### src/rtl/iserdes_align_ctrl.sv
// Word-alignment training controller for one I_SERDES lane (bitslip + delay-tap search).
// Define ISERDES_ALIGN_MONITOR_EN to enable loss-of-lock detection and automatic retraining.
module iserdes_align_ctrl #(
    parameter int unsigned        WIDTH         = 4,
    parameter logic [WIDTH-1:0]   TRAIN_PATTERN = 4'b1100,
    parameter int unsigned        MATCH_COUNT   = 16,
    parameter int unsigned        SLIP_WAIT     = 4,
    parameter int unsigned        MAX_TAPS      = 63,
    parameter int unsigned        LOSS_LIMIT    = 4,
    localparam int unsigned       SlipW         = (WIDTH > 1) ? $clog2(WIDTH) : 1
) (
    input  logic             clk_i,
    input  logic             rst_n,
    input  logic             start_i,
    input  logic             pll_lock_i,
    input  logic [WIDTH-1:0] q_i,
    input  logic             data_valid_i,
    output logic             fifo_rst_o,
    output logic             bitslip_adj_o,
    output logic             dly_load_o,
    output logic             dly_adj_o,
    output logic             dly_incdec_o,
    output logic             busy_o,
    output logic             aligned_o,
    output logic             align_error_o,
    output logic [SlipW-1:0] slip_cnt_o,
    output logic [5:0]       tap_cnt_o
);

    localparam logic [2:0] IDLE   = 3'd0;
    localparam logic [2:0] FRST   = 3'd1;
    localparam logic [2:0] SETTLE = 3'd2;
    localparam logic [2:0] CHECK  = 3'd3;
    localparam logic [2:0] SLIP   = 3'd4;
    localparam logic [2:0] STEP   = 3'd5;
    localparam logic [2:0] LOCKED = 3'd6;
    localparam logic [2:0] FAIL   = 3'd7;

    logic [2:0]       state_q, state_d;
    logic [3:0]       wait_q, wait_d;
    logic [7:0]       match_q, match_d;
    logic [SlipW-1:0] slip_q, slip_d;
    logic [5:0]       tap_q, tap_d;
    logic             err_q, err_d;
`ifdef ISERDES_ALIGN_MONITOR_EN
    logic [3:0]       loss_q, loss_d;
`endif

    always_comb begin
        state_d = state_q;
        wait_d  = wait_q;
        match_d = match_q;
        slip_d  = slip_q;
        tap_d   = tap_q;
        err_d   = err_q;
`ifdef ISERDES_ALIGN_MONITOR_EN
        loss_d  = loss_q;
`endif
        case (state_q)
            IDLE: begin
                slip_d = '0;
                tap_d  = '0;
                if (start_i && pll_lock_i) begin
                    state_d = FRST;
                    wait_d  = '0;
                    err_d   = 1'b0;
                end
            end
            FRST: begin
                // FIFO reset spans two cycles; the delay reload only the first.
                if (wait_q == 4'd1) begin
                    state_d = SETTLE;
                    wait_d  = '0;
                end else begin
                    wait_d = wait_q + 4'd1;
                end
            end
            SETTLE: begin
                if (wait_q >= 4'(SLIP_WAIT - 1)) begin
                    state_d = CHECK;
                    wait_d  = '0;
                    match_d = '0;
                end else begin
                    wait_d = wait_q + 4'd1;
                end
            end
            CHECK: begin
                if (data_valid_i) begin
                    if (q_i == TRAIN_PATTERN) begin
                        match_d = (match_q == 8'hFF) ? match_q : match_q + 8'd1;
                        if (match_d >= 8'(MATCH_COUNT)) begin
                            state_d = LOCKED;
`ifdef ISERDES_ALIGN_MONITOR_EN
                            loss_d  = '0;
`endif
                        end
                    end else begin
                        match_d = '0;
                        if (slip_q < SlipW'(WIDTH - 1)) begin
                            state_d = SLIP;
                        end else if (tap_q < 6'(MAX_TAPS)) begin
                            state_d = STEP;
                        end else begin
                            state_d = FAIL;
                            err_d   = 1'b1;
                        end
                    end
                end
            end
            SLIP: begin
                slip_d  = (slip_q == SlipW'(WIDTH - 1)) ? slip_q : slip_q + 1'b1;
                state_d = SETTLE;
                wait_d  = '0;
            end
            STEP: begin
                tap_d   = (tap_q == 6'h3F) ? tap_q : tap_q + 6'd1;
                slip_d  = '0;
                state_d = SETTLE;
                wait_d  = '0;
            end
            LOCKED: begin
`ifdef ISERDES_ALIGN_MONITOR_EN
                if (data_valid_i) begin
                    if (q_i == TRAIN_PATTERN) begin
                        loss_d = '0;
                    end else if (loss_q >= 4'(LOSS_LIMIT - 1)) begin
                        state_d = FRST;
                        wait_d  = '0;
                        slip_d  = '0;
                        tap_d   = '0;
                        loss_d  = '0;
                    end else begin
                        loss_d = loss_q + 4'd1;
                    end
                end
`endif
            end
            FAIL: begin
                state_d = IDLE;
            end
            default: begin
                state_d = IDLE;
            end
        endcase
        // Losing the PLL overrides everything; sticky error and counters are kept.
        if (!pll_lock_i) begin
            state_d = IDLE;
        end
    end

    always_ff @(posedge clk_i or negedge rst_n) begin
        if (!rst_n) begin
            state_q <= IDLE;
            wait_q  <= '0;
            match_q <= '0;
            slip_q  <= '0;
            tap_q   <= '0;
            err_q   <= 1'b0;
        end else begin
            state_q <= state_d;
            wait_q  <= wait_d;
            match_q <= match_d;
            slip_q  <= slip_d;
            tap_q   <= tap_d;
            err_q   <= err_d;
        end
    end

`ifdef ISERDES_ALIGN_MONITOR_EN
    always_ff @(posedge clk_i or negedge rst_n) begin
        if (!rst_n) begin
            loss_q <= '0;
        end else begin
            loss_q <= loss_d;
        end
    end
`endif

    assign fifo_rst_o    = (state_q == FRST);
    assign dly_load_o    = (state_q == FRST) && (wait_q == 4'd0);
    assign bitslip_adj_o = (state_q == SLIP);
    assign dly_adj_o     = (state_q == STEP);
    assign dly_incdec_o  = 1'b1;
    assign busy_o        = (state_q == FRST) || (state_q == SETTLE) || (state_q == CHECK) ||
                           (state_q == SLIP) || (state_q == STEP);
    assign aligned_o     = (state_q == LOCKED);
    assign align_error_o = err_q;
    assign slip_cnt_o    = slip_q;
    assign tap_cnt_o     = tap_q;

endmodule

### config.mk
export PLATFORM = sky130hd
export DESIGN_NAME = iserdes_align_ctrl
export DESIGN_NICKNAME = d
export VERILOG_FILES = /design/src/rtl/iserdes_align_ctrl.sv
export SDC_FILE = /design/constraint.sdc
export NUM_CORES = 1
export LEC_CHECK = 0
export BUFFER_PORTS_ARGS = -buffer_cell sky130_fd_sc_hd__buf_2
export CORE_UTILIZATION = 61
export CTS_CLUSTER_SIZE = 12
export DETAILED_ROUTE_END_ITERATION = 16
export GPL_TIMING_DRIVEN = 0
export PLACE_DENSITY_LB_ADDON = 0.2
export SLEW_MARGIN = 20
export SYNTH_ARGS = -nofsm -noshare
export SYNTH_HDL_FRONTEND = slang
export SYNTH_SLANG_ARGS = --single-unit
### constraint.sdc
create_clock -name clk_i -period 3.9 [get_ports clk_i]
set_clock_uncertainty 0.05 [all_clocks]
set_input_delay 0.585 -clock clk_i [delete_from_list [all_inputs] [get_ports clk_i]]
set_output_delay 0.585 -clock clk_i [all_outputs]
set_load 0.02 [all_outputs]
; ---- After elaboration in Yosys (flattened, before gate mapping)
; Cells that the tools add are included.
[word_totals]
register_bits = 24
in_bits = 9
[op_classes]
n_addsub = 4
n_lt_le_gt_ge = 4
n_eq_ne = 26
muxes = 29
n_reduce_logical = 21
[ops]
columns = operator, count
row1 = $mux W8, 4
row2 = $mux W3, 7
row3 = $pmux W3 S6, 1
row4 = $ne A2 B2 Y1 const B, 8
row5 = $pmux W4 S4, 1
row6 = $pmux W8 S2, 1
row7 = $eq A3 B3 Y1 const B, 4
row8 = $mux W4, 3
row9 = $pmux W6 S2, 1
row10 = $reduce_and A6 Y1, 2
row11 = $ne A3 B3 Y1 const B, 3
row12 = $add A8 B1 Y8 const B, 1
row13 = $eq A8 B8 Y1 const B, 1
row14 = $ge A8 B5 Y1 const B, 1
row15 = $reduce_bool A2 Y1, 4
row16 = $ne A7 B2 Y1 const B, 1
row17 = $add A6 B1 Y6 const B, 1
row18 = $eq A3 B2 Y1 const B, 2
row19 = $eq A6 B6 Y1 const B, 1
row20 = $lt A6 B6 Y1 const B, 1
row21 = $mux W2, 3
row22 = $mux W6, 1
row23 = $reduce_and A2 Y1, 3
row24 = $mux W1, 5
row25 = other kinds (19), 24

; ---- Longest topological paths before layout
; Gate-level depths: netlist (run 1).
[depth]
word_depth = 8
ltp_mapped = 6
ltp_nobuf = 6

; ---- Worst setup path before layout (run 1)
; OpenSTA, ideal clock, no wires.
[synth_timing]
kind = register to output
start = register state_q[0]
end = output port dly_load_o
t_arrival_ns = 1.728
slack_ns = 1.537
path_stages_with_launch = 4
path_cell_list = dfrtp_1 buf_6 or3b_2 nor4b_1
[synth_via]
elab_chain_len = 2
[synth_rtl]
columns = item, line_no
row1 = start: declaration, 39  ; logic [2:0] state_q, state_d;
row2 = start signal: assignment, 160  ; state_q <= state_d;
row3 = $eq A3 B1 Y1, 180  ; assign dly_load_o = (state_q == FRST) && (wait_q == 4'd0);
row4 = $logic_and A1 B1 Y1, 180
row5 = end: declaration, 20  ; output logic dly_load_o,
; No other way between the ends.

; ---- Worst setup path in the final report (run 1)
; Same ends and word-level chain as after synthesis.

==> results of run 1 <==
==> flip-flops by register name (all words and copies together), names as in the netlist <==
| register | count |
|---|---|
| wait_q | 4 |
| tap_cnt_o | 6 |
| slip_cnt_o | 2 |
| align_error_o | 1 |
| match_q | 8 |
| state_q | 3 |
==> synthesized netlist by cell type (2+ instances only) <==
master and count:
a211oi_1 6, a21oi_1 8, a22o_1 2, a31oi_1 2, a41oi_1 2, and3_1 3
and4_1 2, buf_2 4, clkbuf_1 3, dfrtp_1 24, ha_1 6, inv_1 8
mux2i_1 7, nand2_1 19, nand2b_1 8, nand3_1 6, nand4_1 4, nor2_1 11
nor2b_1 3, nor3_1 4, nor3b_1 3, nor4_1 4, nor4b_1 2, o2111ai_1 2
o21a_1 2, o21ai_0 10, or3_1 4
==> cells by family after synthesis <==
kind of cell / after synthesis
XOR/XNOR: 2
buffers and inverters: 18
adder cells (fa/ha/maj): 6
AND/OR/NAND/NOR: 82
AO/OA/AOI/OAI: 47
other: 1
multiplexers: 7
flip-flops: 24
==> power by group through the flow <==
stage / registers (mW) / logic, mW / clock network (mW)
floorplan: 0.317 / 0.363 / 0
global placement: 0.322 / 0.450 / 0
detailed placement: 0.325 / 0.464 / 0
CTS: 0.320 / 0.468 / 0.114
global route: 0.326 / 0.525 / 0.120
finish: 0.321 / 0.469 / 0.111
==> routing by layer <==
layer  vias up  share of wire [%]  GRT usage, %
li1        742                  -             -
met1       749                 47         39.19
met2        55                 47         44.86
met3         4                5.3         2.542
met4         0               0.90         8.333
met5         -                  0             0
==> cell type report <==
type,count,area [um^2]
Multi-Input combinational cell,145,962.2
Fill cell,210,700.7
Sequential cell,24,600.6
Timing Repair Buffer,23,115.1
Buffer,10,53.80
Tap cell,30,37.54
Inverter,8,30.03
Clock buffer,3,22.52
==> worst paths after layout <==
path	from	endpoint	slack, ns
min in group clk_i	pll_lock_i	state_q[1]	0.49
setup reg to reg	wait_q[0]	state_q[0]	1.88
max in group asynchronous	rst_n	tap_cnt_o[4]	3.26
hold reg to reg	tap_cnt_o[0]	tap_cnt_o[0]	0.49
hold / removal	rst_n	state_q[0]	0.18
setup / recovery	state_q[0]	dly_load_o	1.36
==> layout by cell type, fill, tap and decap left out, types with 2 or more instances in the layout <==
cell type and count:
o2111ai_1 2, and4_1 2, o21a_1 2, nor2_1 11, a22o_1 2, nor4b_1 2, ha_1 6, inv_1 8
and3_1 3, dfrtp_1 24, clkbuf_4 3, nand2b_1 8, a211oi_1 6, or3_1 4, clkbuf_1 3, nor3_1 4
nor2b_1 3, nor3b_1 3, o21ai_0 10, a21oi_1 8, a31oi_1 2, nor4_1 4, nand4_1 4, a41oi_1 2
buf_2 27, nand3_1 6, nand2_1 19, mux2i_1 7
==> metrics by stage <==
step / cell area [um^2] / hold slack, ns / utilization (%) / setup slack [ns] / instances
floorplan: 1647 / 0.2394 / - / 1.537 / 187
global placement: 1799 / 0.4536 / 71.33 / 1.783 / 240
detailed placement: 1799 / 0.4731 / 71.33 / 1.701 / 240
CTS: 1822 / 0.1922 / 72.22 / 1.367 / 243
global route: 1822 / 0.2280 / 72.22 / 1.265 / 243
finish: 1822 / 0.1841 / 72.22 / 1.360 / 243
==> flow_summary.toml, run 1 <==
[setup_path]
crit_buf_inv = 2
r2r_cells = 5
crit_chain = "buf_6, or3b_2, nor4b_1, buf_2"
critPathMaxFanout = 10
cpPeakStageDelay_ns = 0.52
slowest_stage = "or3b_2"
cp.arrival_ns = 1.91
crit_family = "simple AND/OR/NAND/NOR gates"
worstPathRequired_ns = 3.26
endpoint_kind = "output port"
critical_path_cell_count = 4
path_class = "register to output port"
startpoint_type = "register"

[detailed_routing]
wirelength_um = 3554
antenna_left = 0
viasPerCell = 6.379
drc = 0
drt_iter0_drc = 33
drt_pass1_iterations = 4
vias = 1550
wire_per_inst_um = 14.63

[final_layout]
syn2layout_area_growth_pct = 10.64
fin_nets = 230
antennaDiodeCount = 0
drive_above_1_share_pct = 16.90

[clocking]
htreeDepth = 1
postCtsHoldBufs = 0
postCtsSetupRepairBufs = 0
cts_buffers = 3
cts_tree = "built"
clk_latency_ns = 0.31
clk_path_buf_depth = 2
post_cts_resized = 0
clk_pin_slew_worst_paths_ns = 0.13
cts-root-buf = "clkbuf_4"
cts_sinks = 24

[yosys]
synth_largest_area_cell = "dfrtp_1"
synth.area.top_cells = "dfrtp_1 36%, ha_1 4.6%, nand2_1 4.3%"
yosysWarnings = 0
synth-xor-area-share_pct = 1.064
yosys_most_used_dff = "dfrtp_1"
synth_seq_cells = 24
syn-instance-count = 187
synthMuxAreaShare_pct = 4.255
synth_top_family_by_area = "simple AND/OR/NAND/NOR gates"
synth-adder-area-share_pct = 4.559
yosysSeqAreaShare_pct = 36.47
syn_area_um2 = 1647
synth_area_per_cell_um2 = 8.805
synth_top_area_share_pct = 36.47
synth.distinct_cells = 55
async_flop_share_pct = 100.0
syn_nets = 202
synth_edf_count = 0
synth_compound_area_share_pct = 20.36
synth-simple-area-share_pct = 27.96

[global_routing]
antenna_found_initial = 0
grt_pass1_vias = 1332
grt_pass1_wl_um = 5885
grt-ovfl-total = 0
grt_max_degree = 25
grt_use_total_pct = 27.83

[power]
total_power_mw = 0.8997
p_clk_share_pct = 12.3
ir_worst_vdd_mv = 0.4355
seqPwrFrac_pct = 35.6
leakage_nw = 0.8347
pwr-share-comb_pct = 52.1
power_density_nw_per_um2 = 493.9
power.switching_mw = 0.3975
p_int_mw = 0.5022
p_sw_share_pct = 44.18

[sta]
setup_viol = 0
rsz0062_at_grt = "no"
finalCriticalPeriod_ns = 2.540
finalCritPeriodShare_pct = 65.13
final.setup.tns_ns = 0
slew_headroom_pct = 50.34
hold_viol = 0
slew_violations = 0
worstMarginPinSlew_ns = 0.7393
max_freq_ghz = 0.3937

[floorplan]
fp.dieH_um = 53.96
initial_core_util_pct = 65.28
core_area_um2 = 2522
dieArea_um2 = 2911
rows = 18
io_pins = 25
fp.dieW_um = 53.96

[placement]
place_congestion = 0.8692
dp_hpwl_um = 2632
port_buffers = 23

[run_status]
status = "complete, no violations"

[flow_run]
maxCapViolations = 0

[hold_path]
hold_class = "primary input to async pin"
(Power assumes the default switching activity.)
==> run 2: changes to the inputs <==
CORE_UTILIZATION = 56   (was 61)
clock period = 2.6 ns   (was 3.9 ns; I/O delays follow)
==> run 2 against run 1 <==
First-iteration DRC count increased by 91%. Largest power group unchanged. Via count decreased by 2.8%. Worst setup slack got worse by 1.1 ns. Register-to-register slack got worse by 1.4 ns. Combinational power increased by 51%. Utilization decreased by 5.2 points.
==> flow_summary.toml, run 2 (synthesis results as in run 1) <==
[run_status]
status = "complete, no violations"

[power]
power.switching_mw = 0.6066
total_power_mw = 1.463
pwr-share-comb_pct = 48.5
ir_worst_vdd_mv = 0.6055
seqPwrFrac_pct = 32.7
leakage_nw = 0.8531
p_clk_share_pct = 18.8
p_int_mw = 0.8567
power_density_nw_per_um2 = 785.4
p_sw_share_pct = 41.45

[setup_path]
worst_path_most_repeated_cell = "buf_2"
critical_path_cell_count = 5
path_class = "register to output port"
crit_family = "buffers and inverters"
endpoint_kind = "output port"
slowest_stage = "dfrtp_1"
startpoint_type = "register"
cpPeakStageDelay_ns = 0.43
critPathMaxFanout = 10
worstPathRequired_ns = 2.16
r2r_cells = 5
crit_chain = "buf_2, or3_1, clkbuf_1, a21boi_0, buf_2"
cp.arrival_ns = 1.88
crit_buf_inv = 3

[floorplan]
core_area_um2 = 2781
initial_core_util_pct = 59.20
rows = 19
io_pins = 25
fp.dieW_um = 56.23
fp.dieH_um = 56.23
dieArea_um2 = 3161

[final_layout]
antennaDiodeCount = 0
post-route-util_pct = 66.98
layout_commonest_cell = "buf_2"
largest_reg_flops = 8
fin_nets = 231
final_cell_mix = "27 x buf_2, 24 x dfrtp_1, 19 x nand2_1, 11 x nor2_1, 10 x o21ai_0"
drive_above_1_share_pct = 17.21
syn2layout_area_growth_pct = 13.15
largest-register = "match_q"

[clocking]
clk_path_buf_depth = 2
postCtsSetupRepairBufs = 0
cts_buffers = 3
cts_tree = "built"
htreeDepth = 1
clk_latency_ns = 0.32
clk_pin_slew_worst_paths_ns = 0.14
cts_sinks = 24
cts-root-buf = "clkbuf_4"
post_cts_resized = 0
postCtsHoldBufs = 1

[detailed_routing]
viasPerCell = 6.122
antenna_left = 0
wirelength_um = 3671
drt_pass1_iterations = 4
drc = 0
vias = 1506
drt_iter0_drc = 63
wire_per_inst_um = 14.92

[sta]
slew_headroom_pct = 49.67
final.setup.tns_ns = 0
finalCriticalPeriod_ns = 2.323
layout_setup_ws_ns = 0.2771
finalCritPeriodShare_pct = 89.34
worstMarginPinSlew_ns = 0.7492
max_freq_ghz = 0.4305
setup_viol = 0
rsz0062_at_grt = "no"
hold_viol = 0
slew_violations = 0
holdWs_ns = 0.2675

[placement]
pre_cts_slack_ns = 0.5435
place_congestion = 0.9275
port_buffers = 23
dp_hpwl_um = 2712

[global_routing]
antenna_found_initial = 0
grt_use_total_pct = 25.49
grt-ovfl-total = 0
grt_pass1_vias = 1468
grt_pass1_wl_um = 6451
grt_max_degree = 25

[flow_run]
maxCapViolations = 0

[hold_path]
hold_depth = 2
hold_class = "primary input to register"
## run 2: worst paths after layout
path,end,slack (ns),startpoint
worst max-delay path,busy_o,0.28,state_q[2]
min in group asynchronous,match_q[3],0.52,rst_n
worst min register to register,tap_cnt_o[0],0.48,tap_cnt_o[0]
max in group asynchronous,tap_cnt_o[3],1.61,rst_n
worst min-delay path,state_q[1],0.27,pll_lock_i
worst max register to register,state_q[0],0.50,match_q[0]
## run 2: stage by stage
stage | cell area, um^2 | instances
after floorplan | 1647 | 187
after global placement | 1800 | 241
after detailed placement | 1800 | 241
after CTS | 1863 | 246
after global routing | 1863 | 246
final | 1863 | 246
## run 2: cell type report
type                            instances  area, um^2
Clock buffer                            3       22.52
Sequential cell                        24       600.6
Clock inverter                          1       30.03
Buffer                                 10       53.80
Timing Repair Buffer                   24       125.1
Fill cell                             247       918.4
Multi-Input combinational cell        145       962.2
Inverter                                8       30.03
Tap cell                               31       38.79
## run 2: layer usage
layer  global-route usage (%)  vias to the layer above  part of all wire (%)
li1                         -                      749                     -
met5                        0                        -                     0
met4                    8.362                        0                   1.1
met1                    33.18                      720                    47
met2                    43.54                       32                    49
met3                    3.721                        5                   3.3
## run 2: power groups by stage
stage | Sequential, mW | Combinational [mW] | Clock (mW)
floorplan | 0.476 | 0.545 | 0
global placement | 0.483 | 0.676 | 0
detailed placement | 0.486 | 0.703 | 0
CTS | 0.478 | 0.709 | 0.280
global route | 0.488 | 0.793 | 0.293
finish | 0.478 | 0.710 | 0.275
==> run 3: changes to the inputs <==
BUFFER_PORTS_ARGS = -buffer_cell sky130_fd_sc_hd__buf_4   (was -buffer_cell sky130_fd_sc_hd__buf_2)
RECOVER_POWER = 50   (was default)
==> run 3 against run 2 <==
Worst hold slack better by 0.0047 ns. Flip-flop and latch count unchanged. Cell count unchanged. Register-to-register slack better by 0.07 ns. Power down 3.8%. Largest cell class unchanged.
==> flow_summary.toml, run 3 (synthesis results as in run 1) <==
[sta]
finalCriticalPeriod_ns = 2.307
max_freq_ghz = 0.4334
finalCritPeriodShare_pct = 88.74
worstMarginPinSlew_ns = 1.309
holdWs_ns = 0.2722
hold_viol = 0
final.setup.tns_ns = 0
rsz0062_at_grt = "no"
slew_violations = 0
slew_headroom_pct = 12.74
setup_viol = 0

[power]
power.switching_mw = 0.6050
seqPwrFrac_pct = 34.0
p_clk_share_pct = 14.5
p_int_mw = 0.8023
pwr-share-comb_pct = 51.5
power_density_nw_per_um2 = 750.8
leakage_nw = 0.8187
p_sw_share_pct = 42.99
ir_worst_vdd_mv = 0.6543

[hold_path]
hold_class = "primary input to register"

[setup_path]
path_class = "register to output port"
worstPathRequired_ns = 2.16
critPathMaxFanout = 10
cp.arrival_ns = 1.87
startpoint_type = "register"
endpoint_kind = "output port"

[final_layout]
antennaDiodeCount = 0
layout_commonest_cell = "dfrtp_1"
fin_nets = 231
largest_reg_flops = 8
largest-register = "match_q"
syn2layout_area_growth_pct = 13.83
final_cell_mix = "24 x dfrtp_1, 19 x nand2_1, 16 x buf_4, 11 x nor2_1, 11 x clkbuf_1"
drive_above_1_share_pct = 13.49

[floorplan]
dieArea_um2 = 3161
core_area_um2 = 2781
fp.dieH_um = 56.23
initial_core_util_pct = 59.20
fp.dieW_um = 56.23
io_pins = 25
rows = 19

[clocking]
cts-root-buf = "clkbuf_4"
post_cts_resized = 0
cts_buffers = 3
clk_pin_slew_worst_paths_ns = 0.13
postCtsSetupRepairBufs = 0
htreeDepth = 1
clk_latency_ns = 0.33
cts_tree = "built"
cts_sinks = 24
clk_path_buf_depth = 2

[placement]
place_congestion = 0.9098
port_buffers = 23
dp_hpwl_um = 2701

[global_routing]
antenna_found_initial = 0
grt_use_total_pct = 25.25
grt_pass1_vias = 1441
grt_max_degree = 25
grt_pass1_wl_um = 6320
grt-ovfl-total = 0

[flow_run]
maxCapViolations = 0

[detailed_routing]
drt_iter0_drc = 49
viasPerCell = 6.045
antenna_left = 0
wirelength_um = 3624
drc = 0
drt_pass1_iterations = 4
wire_per_inst_um = 14.73
vias = 1487

[run_status]
status = "complete, no violations"
run 3: changes by cell type in the layout (fill, tap and decap cells not counted), sizes merged:
cell	change
bufinv	-1
clkbuf	+9
buf	-8
run 3: worst max-delay path, cell delays in order, from the launching register on:
cell and delay, ns:
dfrtp_1 0.43, buf_2 0.19, or3_1 0.37, clkbuf_1 0.21, a21boi_0 0.17, buf_4 0.18
run 3: worst paths after layout:
check | start | endpoint | slack (ns) | cells after the start
max | state_q[2] | busy_o | 0.29 | 5
min | pll_lock_i | state_q[1] | 0.27 | 2
max reg2reg | wait_q[1] | state_q[0] | 0.57 | 6
min reg2reg | tap_cnt_o[0] | tap_cnt_o[0] | 0.49 | 1
max in group asynchronous | rst_n | wait_q[0] | 0.92 | 2
min in group asynchronous | rst_n | match_q[6] | 0.81 | 2
run 3: what timing repair did:
item,4_1_cts,5_1_grt
hold endpoints to repair,24,0
setup endpoints to repair,0,0
hold buffers,1,0
run 3: final cells by class:
| class | count | area (um^2) |
|---|---|---|
| Buffer | 10 | 53.80 |
| Clock buffer | 4 | 36.28 |
| Fill cell | 249 | 907.1 |
| Inverter | 8 | 30.03 |
| Multi-Input combinational cell | 145 | 962.2 |
| Sequential cell | 24 | 600.6 |
| Tap cell | 31 | 38.79 |
| Timing Repair Buffer | 24 | 152.6 |
run 3: power groups by stage:
stage               combinational [mW]  clock, mW  sequential [mW]
global route                     0.812      0.221            0.486
global placement                 0.697          0            0.483
CTS                              0.734      0.211            0.479
finish                           0.725      0.204            0.478
detailed placement               0.726          0            0.486
floorplan                        0.545          0            0.476
run 3: through the flow:
stage / power (mW) / setup slack, ns / std cells / area (um^2) / utilization [%]
6_report: 1.407 / 0.2928 / 246 / 1874 / 67.39
3_5_place_dp: 1.212 / 0.5964 / 241 / 1858 / 66.80
4_1_cts: 1.423 / 0.2616 / 246 / 1904 / 68.47
3_3_place_gp: 1.180 / 0.6217 / 241 / 1858 / 66.80
5_1_grt: 1.519 / 0.1815 / 246 / 1874 / 67.39
2_1_floorplan: 1.020 / 0.4323 / 187 / 1647 / -
run 3: routing by layer:
| metal | part of all wire, % | global-route usage (%) | vias up |
|---|---|---|---|
| li1 | - | - | 753 |
| met4 | 1.4 | 9.059 | 0 |
| met1 | 47 | 33.88 | 698 |
| met3 | 3.0 | 2.093 | 5 |
| met5 | 0 | 0 | - |
| met2 | 49 | 42.69 | 31 |
